File: src/rtl/regfile_dump_reader.sv
// Register-file dump reader: walks indices 0..NUM_REGS-1 through one
// read port and streams each captured word out on a valid/ready channel.
module regfile_dump_reader #(
  parameter int N        = 32,
  parameter int ADDR_W   = 5,
  parameter int NUM_REGS = 32
) (
  input  logic              clk,
  input  logic              reset,
  input  logic              start,
  output logic [ADDR_W-1:0] rf_read_addr,
  input  logic [N-1:0]      rf_read_data,
  output logic              dump_valid,
  input  logic              dump_ready,
  output logic [N-1:0]      dump_data,
  output logic [ADDR_W-1:0] dump_index,
  output logic              dump_last,
  output logic              busy,
  output logic              done
);

  localparam logic [ADDR_W-1:0] LAST_IDX = ADDR_W'(NUM_REGS - 1);

  typedef enum logic [1:0] {
    IDLE,
    READ,
    SEND,
    DONE
  } state_t;

  state_t            state;
  state_t            state_nxt;
  logic [ADDR_W-1:0] idx;
  logic              hs;

  assign hs = dump_valid & dump_ready;

  always_ff @(posedge clk) begin
    if (reset) state <= IDLE;
    else       state <= state_nxt;
  end

  always_comb begin
    state_nxt = state;
    unique case (state)
      IDLE: if (start) state_nxt = READ;
      READ: state_nxt = SEND;
      SEND: if (hs) state_nxt = dump_last ? DONE : READ;
      DONE: state_nxt = IDLE;
    endcase
  end

  // Captured word is held until accepted, so later writes cannot disturb it
  always_ff @(posedge clk) begin
    if (reset) begin
      idx        <= '0;
      dump_data  <= '0;
      dump_index <= '0;
      dump_last  <= 1'b0;
    end else begin
      unique case (state)
        IDLE: if (start) idx <= '0;
        READ: begin
          dump_data  <= rf_read_data;
          dump_index <= idx;
          dump_last  <= (idx == LAST_IDX);
        end
        SEND: if (hs && !dump_last) idx <= idx + 1'b1;
        DONE: idx <= '0;
      endcase
    end
  end

  always_comb begin
    rf_read_addr = '0;
    dump_valid   = 1'b0;
    busy         = 1'b0;
    done         = 1'b0;
    unique case (state)
      IDLE: ;
      READ: begin
        rf_read_addr = idx;
        busy         = 1'b1;
      end
      SEND: begin
        rf_read_addr = idx;
        dump_valid   = 1'b1;
        busy         = 1'b1;
      end
      DONE: begin
        rf_read_addr = idx;
        busy         = 1'b1;
        done         = 1'b1;
      end
    endcase
  end

endmodule

File: config.mk
export PLATFORM = sky130hd
export DESIGN_NAME = regfile_dump_reader
export DESIGN_NICKNAME = d
export VERILOG_FILES = /design/src/rtl/regfile_dump_reader.sv
export SDC_FILE = /design/constraint.sdc
export NUM_CORES = 1
export LEC_CHECK = 0
export CAP_MARGIN = 20
export CORE_MARGIN = 1
export CORE_UTILIZATION = 40
export CTS_BUF_LIST = sky130_fd_sc_hd__clkbuf_16
export CTS_CLUSTER_SIZE = 16
export DETAILED_ROUTE_END_ITERATION = 6
export PLACE_DENSITY = 0.78
export SYNTH_ARGS = -nofsm -noshare
export SYNTH_HDL_FRONTEND = slang
export SYNTH_SLANG_ARGS = --single-unit
File: constraint.sdc
create_clock -name clk -period 1.6 [get_ports clk]
set_clock_uncertainty 0.2 [all_clocks]
set_input_delay 0.32 -clock clk [delete_from_list [all_inputs] [get_ports clk]]
set_output_delay 0.32 -clock clk [all_outputs]
set_load 0.05 [all_outputs]
==> results.sh <==
export IMPL_violations="negative setup slack"
export IMPL_drive_above_1_share_pct=27.9
export IMPL_avgRoutedWirePerCell_um=13.2
export IMPL_cp_arrival_ns=1.11
export IMPL_fin_crit_sh_pct=102
export IMPL_yosys_top_cells_count="nand2_1 (78), dfxtp_1 (45), a21oi_1 (39), nor2b_1 (8), clkbuf_1 (6)"
export IMPL_ys_types=25
export IMPL_drt_met1_wl_um=1920
export IMPL_finalHoldViolCount=0
export IMPL_p_int_uw=2250
export IMPL_clk_pin_slew_worst_paths_ns=0.06
export IMPL_cp_cell_sequence="nor2_4, nor2b_2, buf_12"
export IMPL_path_delay_family="flip-flops"
export IMPL_gp_congestion=0.792
export IMPL_firstDrtPassIters=4
export IMPL_ys_flop_type="dfxtp_1"
export IMPL_slew_viol_final=0
export IMPL_vdd_drop_max_mv=0.605
export IMPL_total_power_uw=3050
export IMPL_netlist_instances=216
export IMPL_clock_path_buffers=2
export IMPL_coreArea_um2=4090
export IMPL_end_kind="output pin"
export IMPL_diodes=0
export IMPL_max_slew_margin_rel_pct=72.3
export IMPL_crit_type="flop to output pin"
export IMPL_hpwlAfterDp_um=3440
export IMPL_drt_total_wl_um=4740
export IMPL_synth_top_area_share_pct=51.6
export IMPL_critPathLaunchType="flop"
export IMPL_io_buffers=81
export IMPL_avgSynthCellArea_um2=8.07
export IMPL_vias_per_cell=4.99
export IMPL_ios=82
export IMPL_path_buf_inv=1
export IMPL_cp_data_required_time_ns=1.08
export IMPL_area_growth_pct=93.1
export IMPL_seq_power_share_pct=40.3
export IMPL_cts_tree="yes"
export IMPL_grt_antenna_before_repair=0
export IMPL_drc=0
export IMPL_grt_remaining_overflow=0
export IMPL_p_comb_share_pct=22.6
export IMPL_yosysMostFrequentCell="nand2_1"
export IMPL_hold_class="flop to flop"
export IMPL_setup_slack_ns=-0.0320
export IMPL_grt_use_total_pct=22.0
export IMPL_p_sw_uw=800
export IMPL_placed_area_um2=3130
export IMPL_setup_viol=7
export IMPL_htree_levels=2
export IMPL_fp_dieH_um=68.0
export IMPL_grt_pass1_wl_um=7580
export IMPL_fin_nets=345
export IMPL_async_flop_share_pct=0
export IMPL_syn_cell_area_um2=1740
export IMPL_ctsHoldBuffers=0
export IMPL_fin_setup_tns_ns=-0.164
export IMPL_first_global_vias=1732
export IMPL_drt_initial_drc_count=101
export IMPL_min_period_ns=1.63
export IMPL_grt_max_degree=37
export IMPL_rows=23
export IMPL_dr_wl_met2_um=2360
export IMPL_final_cell_area_um2=3370
export IMPL_antenna_left=0
export IMPL_dieArea_um2=4630
export IMPL_start_util_pct=42.7
export IMPL_ys_seq_area_share_pct=51.6
export IMPL_power_per_cell_area_nw_per_um2=905
export IMPL_synth_edf_count=0
export IMPL_rsz0062_at_grt="yes"
export IMPL_cts_num_sinks=45
export IMPL_yosysWarnings=0
export IMPL_drv_cap=0
export IMPL_root_buffer="clkbuf_16"
export IMPL_fin_util_pct=82.4
export IMPL_pwr_share_clk_pct=37.1
export IMPL_yosys_top_cells_area="dfxtp_1 (52%), nand2_1 (17%), a21oi_1 (11%)"
export IMPL_synth_top_area_cell="dfxtp_1"
export IMPL_dp_slack_ns=-0.317
export IMPL_wl_met3_um=374
export IMPL_vias=1786
export IMPL_die_w_um=68.0
export IMPL_outcome="complete, but fails checks"
export IMPL_power_leakage_uw=0.00132
export IMPL_netSwitchingFraction_pct=26.3
export IMPL_critPathMaxFanout=6
export IMPL_synth_seq_cells=45
export IMPL_top_layer="met4"
export IMPL_slowest_stage="dfxtp_4"
export IMPL_cts_made_buffers=5
export IMPL_clock_latency_ns=0.28
export IMPL_syn_nets=254
export IMPL_max_clock_freq_mhz=613
export IMPL_worstMarginPinSlew_ns=0.414
export IMPL_cpPeakStageDelay_ns=0.36
power by group through the flow:
stage | Clock (µW) | Sequential [µW] | Combinational (µW)
3_3_place_gp | 0 | 1250 | 656
5_1_grt | 1190 | 1230 | 732
3_5_place_dp | 0 | 1250 | 666
2_1_floorplan | 0 | 1370 | 178
4_1_cts | 1140 | 1230 | 686
6_report | 1130 | 1230 | 689
layout make-up:
cell class	instances	area, µm²
clock buffer	5	125
multi-input combinational	155	801
sequential	45	910
fill	244	718
inverter	1	3.75
tap	50	62.6
clock inverter	3	37.5
timing repair buffer	99	1430
registers in the layout (all words and copies together), names as in the netlist:
register	flops
dump_data	32
dump_index	5
idx	5
state	2
dump_last	1
cell usage in the layout (no fill, tap or decap):
cell             count
nand2_1             78
buf_12              47
dfxtp_1             42
a21oi_1             39
clkdlybuf4s50_1     34
buf_4               14
nor2b_2              6
mux2i_1              5
clkbuf_16            5
nor2_1               4
or3_1                3
buf_6                3
nor2b_4              2
nand3b_1             2
nand2b_1             2
ha_1                 2
dfxtp_4              2
nor2_4               1
inv_2                1
and2_4               1
and3_1               1
nand2b_2             1
nor3b_2              1
a21o_1               1
o21a_1               1
o2111ai_1            1
o21ai_0              1
or4b_1               1
o21ai_1              1
nor3_1               1
bufinv_16            1
inv_1                1
clkinv_1             1
dfxtp_2              1
dlygate4sd2_1        1
cell families (layout without fill, tap and decap cells):
| group | after synthesis | count (layout) | synth area share, % |
|---|---|---|---|
| AO/OA/AOI/OAI | 44 | 44 | 13.1 |
| buffers and inverters | 16 | 108 | 4.88 |
| multiplexers | 5 | 5 | 2.87 |
| adder cells (fa/ha/maj) | 2 | 2 | 1.43 |
| AND/OR/NAND/NOR | 104 | 104 | 26.0 |
| flip-flops | 45 | 45 | 51.6 |
routing by layer:
metal  track usage [%]  vias up
li1                  -      885
met1              23.7      822
met2              38.0       68
met3              8.50       11
met4              9.38        0
met5                 0        -
through the flow:
stage	hold slack, ns	cells
final	0.291	358
after global routing	0.306	358
after CTS	0.293	358
after detailed placement	0.285	347
after global placement	0.279	347
after floorplan	0.256	216
what timing repair did:
item                                    4_1_cts  5_1_grt
gates cloned                                  0        0
gates resized for setup                      17        4
pin swaps                                     2        0
endpoints found under the setup margin        9       26
buffers inserted                              3        0
worst reg2reg max path, stage by stage (launching register included):
cell and delay, ns:
dfxtp_4 0.38, buf_4 0.14, buf_4 0.14, nand2b_2 0.21
buf_4 0.19, nand2_1 0.08, a21oi_1 0.07
worst paths after layout:
kind,start,end,slack [ns],cells past startpoint
max,state[0],rf_read_addr[0],-0.03,3
min,dump_data[29],dump_data[29],0.29,2
max reg2reg,state[1],dump_data[8],0.06,6
min reg2reg,dump_data[29],dump_data[29],0.29,2
No activity file was read; power rests on OpenSTA's default activity.
